===== config.mk =====
export PLATFORM = sky130hd
export DESIGN_NAME = pc_fetch_ctrl
export DESIGN_NICKNAME = d
export VERILOG_FILES = /design/src/rtl/pc_fetch_ctrl_pkg.sv /design/src/rtl/pc_fetch_ctrl_sat_counter.sv /design/src/rtl/pc_fetch_ctrl.sv
export SDC_FILE = /design/constraint.sdc
export NUM_CORES = 1
export LEC_CHECK = 0
export ABC_AREA = 1
export ABC_CLOCK_PERIOD_IN_PS = 1800
export CORE_AREA = 2 2 66 68
export DETAILED_ROUTE_END_ITERATION = 8
export DIE_AREA = 0 0 68 70
export PLACE_DENSITY = 0.74
export SETUP_SLACK_MARGIN = 0.05
export SLEW_MARGIN = 0
export SYNTH_ARGS = -nofsm -noshare
export SYNTH_HDL_FRONTEND = slang
export SYNTH_SLANG_ARGS = --single-unit

===== constraint.sdc =====
create_clock -name clk -period 1.8 [get_ports clk]
set_input_delay 0.45 -clock clk [delete_from_list [all_inputs] [get_ports clk]]
set_output_delay 0.45 -clock clk [all_outputs]
set_load 0.01 [all_outputs]

===== src/rtl/pc_fetch_ctrl_pkg.sv =====
// pc_fetch_ctrl_pkg: shared state encoding and constants for the fetch controller
package pc_fetch_ctrl_pkg;
  typedef enum logic [1:0] {RUN, FLUSH, HALT} state_t;
  localparam int PC_INC = 4;
  localparam int CNT_W = 16;
endpackage


===== src/rtl/pc_fetch_ctrl_sat_counter.sv =====
// sat_counter: increment-enable counter that sticks at all-ones
module sat_counter #(
  parameter int W = 16
) (
  input  logic         clk,
  input  logic         rst,
  input  logic         en_i,
  output logic [W-1:0] cnt_o
);
  logic [W-1:0] cnt_q;
  // count enabled events, stopping once every bit is set
  always_ff @(posedge clk) begin
    if (rst) cnt_q <= '0;
    else if (en_i && !(&cnt_q)) cnt_q <= cnt_q + W'(1);
  end
  assign cnt_o = cnt_q;
endmodule


===== src/rtl/pc_fetch_ctrl.sv =====
// pc_fetch_ctrl: program counter sequencing with redirect flush, halt and redirect statistics
module pc_fetch_ctrl
  import pc_fetch_ctrl_pkg::*;
#(
  parameter int unsigned PC_W = 9,
  parameter logic [PC_W-1:0] RESET_PC = '0
) (
  input  logic             clk,
  input  logic             reset,
  input  logic             stall,
  input  logic             PcSel,
  input  logic [31:0]      BrPC,
  input  logic             Halt,
  output logic [PC_W-1:0]  Cur_PC,
  output logic             fetch_valid,
  output logic             Flush,
  output logic             halted,
  output logic             misaligned,
  output logic [CNT_W-1:0] redirect_cnt
);
  state_t state_q;
  logic [PC_W-1:0] pc_q, tgt, seq_pc;
  logic fv_q, flush_q, halted_q, mis_q, redir;
  logic unused_br;
  assign unused_br = ^BrPC;
  assign tgt = {BrPC[PC_W-1:2], 2'b00};
  assign seq_pc = stall ? pc_q : pc_q + PC_W'(PC_INC);
  // only RUN accepts a redirect; the EX instruction seen during FLUSH is wrong-path
  assign redir = (state_q == RUN) && PcSel && !Halt;
  // fetch state machine; every output comes straight from a register
  always_ff @(posedge clk) begin
    if (reset) begin
      state_q  <= RUN;
      pc_q     <= RESET_PC;
      fv_q     <= 1'b0;
      flush_q  <= 1'b0;
      halted_q <= 1'b0;
      mis_q    <= 1'b0;
    end else begin
      case (state_q)
        RUN: begin
          if (Halt) begin
            state_q  <= HALT;
            pc_q     <= tgt;
            fv_q     <= 1'b0;
            flush_q  <= 1'b1;
            halted_q <= 1'b1;
          end else if (PcSel) begin
            state_q <= FLUSH;
            pc_q    <= tgt;
            fv_q    <= 1'b1;
            flush_q <= 1'b1;
            mis_q   <= mis_q | (|BrPC[1:0]);
          end else begin
            pc_q    <= seq_pc;
            fv_q    <= 1'b1;
            flush_q <= 1'b0;
          end
        end
        FLUSH: begin
          state_q <= RUN;
          pc_q    <= seq_pc;
          fv_q    <= 1'b1;
          flush_q <= 1'b0;
        end
        default: ;
      endcase
    end
  end
  sat_counter #(.W(CNT_W)) u_cnt (
    .clk  (clk),
    .rst  (reset),
    .en_i (redir),
    .cnt_o(redirect_cnt)
  );
  assign Cur_PC      = pc_q;
  assign fetch_valid = fv_q;
  assign Flush       = flush_q;
  assign halted      = halted_q;
  assign misaligned  = mis_q;
endmodule

==> metrics.csv, run 1 <==
metric,value,unit
CP startpoint,Cur_PC[7],
top cell type's share of synthesized area,34.78,%
setup repair after global routing missed its margin,false,
placed insts,345,
Final setup viols,0,
kind of cell adding the most delay to the critical path,buffers and inverters,
Boundary Pins,66,
status,"finished, final reports clean",
Pwr per Cell Area,644.5,nW/um^2
diodes inserted,0,
"slowest stage cell, crit path",clkdlybuf4s50_1,
endpoint type of the worst setup path,output port,
WHS Path Cells,2,
P_leak,0.9104,nW
nets@finish,339,
fmax,589.9,MHz
Post-CTS Setup Inserts,0,
Clock Tree Buf Depth,2,
clk_skew,0.004985,ns
share of layout cells above drive strength 1,18.27,%
CTS tree,built,
H-tree Lvls,2,
Detailed Route Iter0 Violations,81,
routability-driven placement congestion ratio,0.8481,
crit path launch type,flop,
Post-Synthesis Cell Area,1669,um^2
Global Route Usage Sum,17.68,%
Num CTS Buffers,5,
area delta synth->final,36.58,%
Starting Density,40.28,%
"Min Clock Period, post-route",1.695,ns
CTS sink cnt,29,
Gate Count Post-Synth,248,
Area after DPL,2176,um^2
initial antenna violation count,0,
"Distinct cells, synth",28,
critical path required time,1.35,ns
Worst Hold End,misaligned,
maxcap violations,0,
syn_area_per_cell,6.730,um^2
vias in the first global route,1512,
Finished Layout Cells,353,
Die H,70,um
Row Count,24,
routed vias,1701,
"commonest non-fill, non-tap cells in the layout","nand2_1, clkdlybuf4s50_1, nor2_1",
DRT antenna net count,0,
"top cells by area, synth","dfxtp_1, nand2_1, nor2_1",
Crit Path Class,reg -> out,
worst path bufs/invs,1,
setup TNS,0,ns
first-pass GRT wire length,6548,um
Worst Path Max Fanout,5,
die area,4760,um^2
Core ar.,4144,um^2
Worst VDD drop,0.3985,mV
Total Routed Length,3944,um
largest stage delay on the critical path,0.57,ns
Yosys warnings,0,
Worst Reg-to-Reg Cells,8,
Fin. Hold Viols,0,
Worst R2R Start,u_cnt.cnt_o[1],
Root Buffer,clkbuf_8,
total grt overflow,0,
HP Class,reg -> reg,
Hold Crit Start,misaligned,
reg-to-reg endpoint,u_cnt.cnt_o[9],
R2R Setup Slk,0.18,ns
Synth area leader,dfxtp_1,
register area share after synthesis,34.78,%
#FFs+latches synth,29,
Crit path arrival time,1.25,ns
"most common cell after layout, fill and taps aside",nand2_1,
largest net degree at the start of global routing,14,
Post-DP HPWL,2938,um
wire per inst,11.17,um
number of remaining DRC errors,0,
port bufs,40,
period utilisation layout,94.18,%
final count of pins violating max slew,0,
die width,68,um
later-pin clock latency in the skew report,0.28,ns
Vias/cell,4.819,
TritonRoute pass-1 iters,4,
Final Instance Area,2280,um^2
CP cell instances,clkdlybuf4s50_1,
Worst-path clk slew,0.06,ns
-- report_power, final --
| group | internal, mW | switching, mW | total (mW) |
|---|---|---|---|
| logic | 0.128 | 0.127 | 0.255 |
| registers | 0.673 | 0.0289 | 0.702 |
| clock network | 0.267 | 0.245 | 0.512 |
| total | 1.07 | 0.401 | 1.47 |
-- registers in the layout, indices dropped and copies added, names as in the netlist --
| name | count |
|---|---|
| fetch_valid | 1 |
| halted | 1 |
| Cur_PC | 7 |
| Flush | 1 |
| misaligned | 1 |
| state_q | 2 |
| u_cnt.cnt_o | 16 |
-- layout make-up --
type                       count  area (um^2)
sequential                    29        594.3
clock inverter                 2        10.01
fill                         428         1864
inverter                      27        101.3
timing repair buffer          52        495.5
clock buffer                   6        72.57
tap                           52        65.06
multi-input combinational    185        940.9
-- cell usage after synthesis --
master and n:
nand3b_1 1, a21oi_1 10, clkinv_1 1, buf_4 2, inv_2 2, xor2_1 3, buf_6 2, a211oi_1 1
inv_1 24, a21oi_2 10, nand3_2 1, nand2_1 65, o21ai_4 1, ha_1 2, o21bai_1 1, xnor2_1 3
conb_1 1, nor2_4 1, nor2_2 3, o21ai_0 13, clkbuf_1 4, nand2_2 6, o211ai_1 1, a31oi_1 3
nand3_1 17, dfxtp_1 29, nor2_1 31, nand4_1 10
-- how the worst max path moves through the flow --
stage,endpoint,slack [ns],depth (start not counted)
2_1_floorplan,u_cnt.cnt_o[2],0.21,9
3_3_place_gp,u_cnt.cnt_o[13],0.003,8
3_5_place_dp,Cur_PC[4],-0.05,7
4_1_cts,redirect_cnt[5],0.05,1
5_1_grt,u_cnt.cnt_o[9],0.05,8
6_report,Cur_PC[7],0.10,1
-- repair_timing --
action,4_1_cts,5_1_grt
endpoints found under the setup margin,9,16
resized for setup,9,8
hold buffers,0,0
-- layer usage --
layer,share of wire [%],track usage [%],vias to the layer above
li1,-,-,903
met1,46,21.95,742
met2,45,29.56,51
met3,7.0,3.865,5
met4,1.4,6.000,0
met5,0,0,-
-- metrics by stage --
stage | setup WS, ns | power (mW) | util (%) | hold slack, ns
floorplan | 0.2088 | 0.8470 | - | 0.4570
global placement | 0.003440 | 0.9690 | 52.51 | 0.4410
detailed placement | -0.04836 | 0.9748 | 52.51 | 0.4490
CTS | 0.05131 | 1.491 | 54.65 | 0.4580
global route | 0.04626 | 1.543 | 55.01 | 0.4719
finish | 0.1048 | 1.469 | 55.01 | 0.4539
-- kinds of logic (layout without fill, tap and decap cells) --
| kind of cell | after synthesis | count (layout) | synth area share (%) |
|---|---|---|---|
| and+or+nand+nor | 135 | 135 | 35.53 |
| AOI/OAI and AO/OA | 40 | 40 | 15.59 |
| other | 1 | 2 | 0.2247 |
| adders and majority gates | 2 | 2 | 1.499 |
| xor gates and xnor gates | 6 | 6 | 3.149 |
| buffers and inverters | 35 | 87 | 9.220 |
| DFF | 29 | 29 | 34.78 |
No activity file was read; power rests on OpenSTA's default activity.
==> run 2: changes to the inputs <==
Settings changed: ABC_CLOCK_PERIOD_IN_PS 1800 to 1400, CORE_AREA 2 2 66 68 to 2 2 69 71, DIE_AREA 0 0 68 70 to 0 0 71 73, PLACE_DENSITY 0.74 to 0.71, SETUP_SLACK_MARGIN 0.05 to 0.1.
Clock period 1.8 ns to 1.4 ns, I/O delays scaled along.
==> run 2 against run 1 <==
Effect of this change: register-to-register slack worse by 0.16 ns; clock power rose by 33%; clock skew increased by 0.0026 ns; final area up 13%; critical path type is now reg -> reg; sequential share of layout area down 1.8 points; global-route usage grew 0.62 points; routed wire length up 17%; via count rose by 9.6%; flip-flop and latch count did not move.
==> metrics.csv, run 2 (synthesis gave the netlist of run 1 again) <==
metric,value,unit,change
port bufs,40,,unchanged
Core ar.,4536,um^2,was 4144 um^2
endpoint type of the worst setup path,flop,,was output port
Fill cells,430,,was 428
Starting Density,36.80,%,was 40.28%
R2R Setup Slk,0.02,ns,was 0.18 ns
Hold Crit Start,misaligned,,unchanged
Final Instance Area,2579,um^2,was 2280 um^2
"commonest non-fill, non-tap cells in the layout","nand2_1, buf_4, nor2_1",,"was nand2_1, clkdlybuf4s50_1, nor2_1"
Worst R2R Start,u_cnt.cnt_o[4],,was u_cnt.cnt_o[1]
Num CTS Buffers,5,,unchanged
HP Class,reg -> reg,,unchanged
diodes inserted,0,,unchanged
vias in the first global route,1679,,"was 1,512"
routability-driven placement congestion ratio,0.8123,,was 0.8481
"Min Clock Period, post-route",1.378,ns,
"most common cell after layout, fill and taps aside",nand2_1,,unchanged
P_leak,1.105,nW,was 0.9104 nW
Pwr per Cell Area,751.5,nW/um^2,was 644.5 nW/um^2
Worst Path Max Fanout,7,,was 5
total grt overflow,0,,unchanged
Final setup viols,0,,unchanged
largest net degree at the start of global routing,14,,unchanged
clk_skew,0.007583,ns,was 0.004985 ns
H-tree Lvls,2,,unchanged
CTS sink cnt,29,,unchanged
Fin. Hold Viols,0,,unchanged
Global Route Usage Sum,18.31,%,was 17.68%
Clock Tree Buf Depth,2,,unchanged
Total Routed Length,4634,um,was 3944 um
die width,71,um,was 68 um
final count of pins violating max slew,0,,unchanged
fmax,725.6,MHz,
area delta synth->final,54.50,%,was 36.58%
cts-stage hold buffer count,0,,unchanged
"Worst Setup Slack, final",0.02176,ns,was 0.1048 ns
die area,5183,um^2,was 4760 um^2
Area after DPL,2355,um^2,was 2176 um^2
Worst Hold End,misaligned,,unchanged
critical path required time,1.62,ns,was 1.35 ns
status,"finished, final reports clean",,unchanged
number of remaining DRC errors,0,,unchanged
Crit Path Class,reg -> reg,,was reg -> out
Die H,73,um,was 70 um
WHS Path Cells,2,,unchanged
crit path launch type,flop,,unchanged
routed vias,1865,,"was 1,701"
Boundary Pins,66,,unchanged
Vias/cell,4.882,,was 4.819
Detailed Route Iter0 Violations,82,,was 81
DRT antenna net count,0,,unchanged
CTS tree,built,,unchanged
Crit path arrival time,1.60,ns,was 1.25 ns
Worst Reg-to-Reg Cells,7,,was 8
wire per inst,12.13,um,was 11.17 um
share of layout cells above drive strength 1,34.76,%,was 18.27%
Row Count,25,,was 24
reg-to-reg endpoint,u_cnt.cnt_o[5],,was u_cnt.cnt_o[9]
Root Buffer,clkbuf_8,,unchanged
nets@finish,366,,was 339
Post-DP HPWL,3170,um,was 2938 um
DP Worst Slack,-0.3030,ns,was -0.04836 ns
max FFs per register,16,,unchanged
Worst-path clk slew,0.07,ns,was 0.06 ns
setup repair after global routing missed its margin,true,,was false
first-pass GRT wire length,7417,um,was 6548 um
maxcap violations,0,,unchanged
period utilisation layout,98.45,%,
Worst VDD drop,0.3340,mV,was 0.3985 mV
TritonRoute pass-1 iters,4,,unchanged
later-pin clock latency in the skew report,0.29,ns,was 0.28 ns
initial antenna violation count,0,,unchanged
## run 2: power breakdown
group	total (mW)	internal, mW	leakage (nW)	switching (mW)
Combinational	0.373	0.181	0.812	0.192
Clock	0.681	0.344	0.0450	0.337
Sequential	0.884	0.852	0.247	0.0321
## run 2: worst max-delay path by stage
stage / from / to / cells past startpoint / slack, ns
global placement: Halt / u_cnt.cnt_o[6] / 8 / -0.29
detailed placement: PcSel / u_cnt.cnt_o[10] / 7 / -0.30
finish: u_cnt.cnt_o[4] / u_cnt.cnt_o[5] / 7 / 0.02
CTS: u_cnt.cnt_o[2] / redirect_cnt[2] / 1 / 0.06
floorplan: u_cnt.cnt_o[0] / u_cnt.cnt_o[5] / 9 / 0.05
global route: u_cnt.cnt_o[4] / u_cnt.cnt_o[5] / 7 / -0.05
## run 2: final cells by class
class                   instances  area [um^2]  share of cell area, %
well taps                      54        67.56                  2.620
flip-flops and latches         29        626.9                  24.31
clock buffers                   6        72.57                  2.814
multi-input cells             185         1031                  39.98
inverters                      27        108.9                  4.221
clock inverters                 2        10.01                 0.3882
repair buffers                 79        661.9                  25.67
## run 2: critical path: stages, from the launching register on
cell	delay (ns)
dfxtp_4	0.39
nand2_2	0.08
nor2_4	0.18
nand2_4	0.07
o21ai_4	0.23
buf_6	0.18
nand2_1	0.07
a21oi_2	0.12
## run 2: stage by stage
step                      std cells  power [mW]  TNS [ns]  hold slack (ns)  utilization [%]
after floorplan                 249       1.092         0           0.4570                -
after global placement          363       1.275    -6.176           0.4393            51.92
after detailed placement        363       1.282    -6.561           0.4545            51.92
after CTS                       378       1.951         0           0.4612            55.45
after global routing            382       2.041   -0.3497           0.4755            56.86
final                           382       1.938         0           0.4539            56.86
## run 2: what timing repair did
action,4_1_cts,5_1_grt
setup buffers,7,5
endpoints found under the setup margin,51,34
gates resized for setup,56,34
pin swaps,7,15
## run 2: layer usage
metal | vias up | share of wire, % | GRT usage, %
met3 | 8 | 5.3 | 5.110
met4 | 0 | 1.9 | 6.918
met2 | 46 | 49 | 32.50
li1 | 958 | - | -
met5 | - | 0 | 0
met1 | 853 | 44 | 20.95
==> run 3: changes to the inputs <==
Settings changed: ABC_CLOCK_PERIOD_IN_PS 1400 to 1270, CORE_AREA 2 2 69 71 to 2 2 66 68, DIE_AREA 0 0 71 73 to 0 0 68 70, GPL_TIMING_DRIVEN from default to 0, PLACE_DENSITY 0.71 to 0.74.
Clock period 1.4 ns to 1.27 ns, I/O delays scaled along.
==> run 3 against run 2 <==
Effect of this change: the flow now finishes with violations (setup timing); final area is 11% higher; hold slack better by 0.0014 ns; final cell count is 2.4% higher; non-clock buffer count is 11 higher; via count is 7.0% higher; largest cell class unchanged; clock power is 26% higher.
==> metrics.csv, run 3 (synthesis gave the netlist of run 1 again) <==
metric,value,unit,change
status,"complete, but fails checks",,"was finished, final reports clean"
violated checks,setup timing,,
critical path required time,1.48,ns,was 1.62 ns
largest stage delay on the critical path,0.36,ns,was 0.39 ns
"slowest stage cell, crit path",dfxtp_4,,unchanged
later-pin clock latency in the skew report,0.28,ns,was 0.29 ns
wire per inst,13.87,um,was 12.13 um
placed insts,341,,was 363
total grt overflow,0,,unchanged
nets@finish,377,,was 366
Num CTS Buffers,5,,unchanged
Total Routed Length,5424,um,was 4634 um
fmax,692.3,MHz,was 725.6 MHz
port bufs,40,,unchanged
Worst VDD drop,0.5933,mV,was 0.3340 mV
Comb pwr share,21.7,%,was 19.3%
clk_skew,0.004995,ns,was 0.007583 ns
area delta synth->final,72.26,%,was 54.50%
maxcap violations,0,,unchanged
"Min Clock Period, post-route",1.444,ns,was 1.378 ns
Row Count,24,,was 25
Crit path arrival time,1.65,ns,was 1.60 ns
initial antenna violation count,0,,unchanged
die width,68,um,was 71 um
R2R Setup Slk,-0.17,ns,was 0.02 ns
Boundary Pins,66,,unchanged
"most common cell after layout, fill and taps aside",nand2_1,,unchanged
vias in the first global route,1751,,"was 1,679"
routability-driven placement congestion ratio,0.8643,,was 0.8123
Crit Path Class,reg -> reg,,unchanged
Final setup viols,15,,was 0
"commonest non-fill, non-tap cells in the layout","nand2_1, buf_4, buf_6",,"was nand2_1, buf_4, nor2_1"
Tot Pwr,2.332,mW,was 1.938 mW
Worst-path clk slew,0.06,ns,was 0.07 ns
worst path bufs/invs,3,,was 1
Vias/cell,5.102,,was 4.882
routed vias,1995,,"was 1,865"
Core ar.,4144,um^2,was 4536 um^2
cts-stage hold buffer count,0,,unchanged
"Worst Setup Slack, final",-0.1744,ns,was 0.02176 ns
CP cell instances,ha_4 > nand3_4 > clkinv_4 > nand2_4 > o21ai_4 > buf_12 > buf_8 > nand2_1 > a21oi_2,,was nand2_2 > nor2_4 > nand2_4 > o21ai_4 > buf_6 > nand2_1 > a21oi_2
number of remaining DRC errors,0,,unchanged
clock share of power,36.7,%,was 35.1%
crit path launch type,flop,,unchanged
CTS tree,built,,unchanged
Global Route Usage Sum,21.49,%,was 18.31%
Detailed Route Iter0 Violations,102,,was 82
Sw Share,28.60,%,was 28.99%
Die H,70,um,was 73 um
P_int,1.665,mW,was 1.376 mW
end of the critical path,u_cnt.cnt_o[11],,was u_cnt.cnt_o[5]
reg-to-reg endpoint,u_cnt.cnt_o[11],,was u_cnt.cnt_o[5]
Net Sw Power,0.6670,mW,was 0.5619 mW
DRT antenna net count,0,,unchanged
period utilisation layout,113.7,%,was 98.45%
Worst R2R Start,u_cnt.cnt_o[1],,was u_cnt.cnt_o[4]
die area,4760,um^2,was 5183 um^2
CTS sink cnt,29,,unchanged
diodes inserted,0,,unchanged
Finished Layout Cells,391,,was 382
kind of cell adding the most delay to the critical path,flip-flops,,was simple AND/OR/NAND/NOR gates
Post-DP HPWL,2911,um,was 3170 um
Final Util,69.38,%,was 56.86%
final count of pins violating max slew,0,,unchanged
Worst Path Max Fanout,5,,was 7
CP startpoint,u_cnt.cnt_o[1],,was u_cnt.cnt_o[4]
WHS Path Cells,2,,unchanged
Levels on crit path,9,,was 7
HP Class,reg -> reg,,unchanged
Fin. Hold Viols,0,,unchanged
Pwr per Cell Area,811.2,nW/um^2,was 751.5 nW/um^2
Flop pwr share,41.7,%,was 45.6%
endpoint type of the worst setup path,flop,,unchanged
H-tree Lvls,2,,unchanged
TritonRoute pass-1 iters,5,,was 4
largest net degree at the start of global routing,11,,was 14
Clock Tree Buf Depth,2,,unchanged
share of layout cells above drive strength 1,52.51,%,was 34.76%
P_leak,1.201,nW,was 1.105 nW
first-pass GRT wire length,7962,um,was 7417 um
Root Buffer,clkbuf_8,,unchanged
Starting Density,40.28,%,was 36.80%
setup repair after global routing missed its margin,true,,unchanged
max FFs per register,16,,unchanged
Worst Reg-to-Reg Cells,9,,was 7
-- run 3: area by class of cell --
| cell class | instances | area [um^2] |
|---|---|---|
| fillers | 329 | 1269 |
| repair buffers | 82 | 743.2 |
| well taps | 52 | 65.06 |
| multi-input cells | 185 | 1140 |
| inverters | 27 | 108.9 |
| clock buffers | 7 | 96.34 |
| plain buffers | 8 | 61.31 |
| flip-flops and latches | 29 | 655.6 |
| clock inverters | 1 | 5.005 |
-- run 3: repair_timing --
item | 4_1_cts | 5_1_grt
cloned | 2 | 0
buffers inserted | 32 | 10
resized for setup | 169 | 57
pin swaps | 9 | 27
setup endpoints to repair | 55 | 42
-- run 3: per-layer routing --
metal,vias to the layer above,wire length (um),global-route usage (%)
met4,0,61,7.111
met5,-,0,0
li1,979,-,-
met1,933,2283,26.45
met2,77,2746,35.60
met3,6,333,5.636
-- run 3: through the flow --
stage	area, um^2	hold WS [ns]	setup slack, ns	setup TNS (ns)
after floorplan	1734	0.4570	-0.08002	-0.7852
final	2875	0.4553	-0.1744	-2.035
after CTS	2698	0.4569	-0.1433	-1.777
after detailed placement	2200	0.4469	-0.5516	-12.51
after global routing	2875	0.4859	-0.2185	-3.048
after global placement	2200	0.4404	-0.5534	-12.57
-- run 3: power by group through the flow --
stage | Combinational (mW) | Clock [mW] | Sequential [mW]
6_report | 0.505 | 0.855 | 0.973
3_3_place_gp | 0.345 | 0 | 1.02
3_5_place_dp | 0.348 | 0 | 1.02
5_1_grt | 0.550 | 0.930 | 0.976
4_1_cts | 0.434 | 0.881 | 0.965
2_1_floorplan | 0.175 | 0 | 1.03
-- run 3: how the worst min path moves through the flow --
stage,start,end,slack [ns]
after global placement,misaligned,misaligned,0.44
after floorplan,state_q[0],state_q[0],0.46
after global routing,misaligned,misaligned,0.49
final,misaligned,misaligned,0.46
after CTS,misaligned,misaligned,0.46
after detailed placement,misaligned,misaligned,0.45
-- run 3: worst reg2reg max path: stages, from the launching register on --
cell and delay (ns):
dfxtp_4 0.36, ha_4 0.14, nand3_4 0.11, clkinv_4 0.07, nand2_4 0.04, o21ai_4 0.21
buf_12 0.15, buf_8 0.11, nand2_1 0.06, a21oi_2 0.12
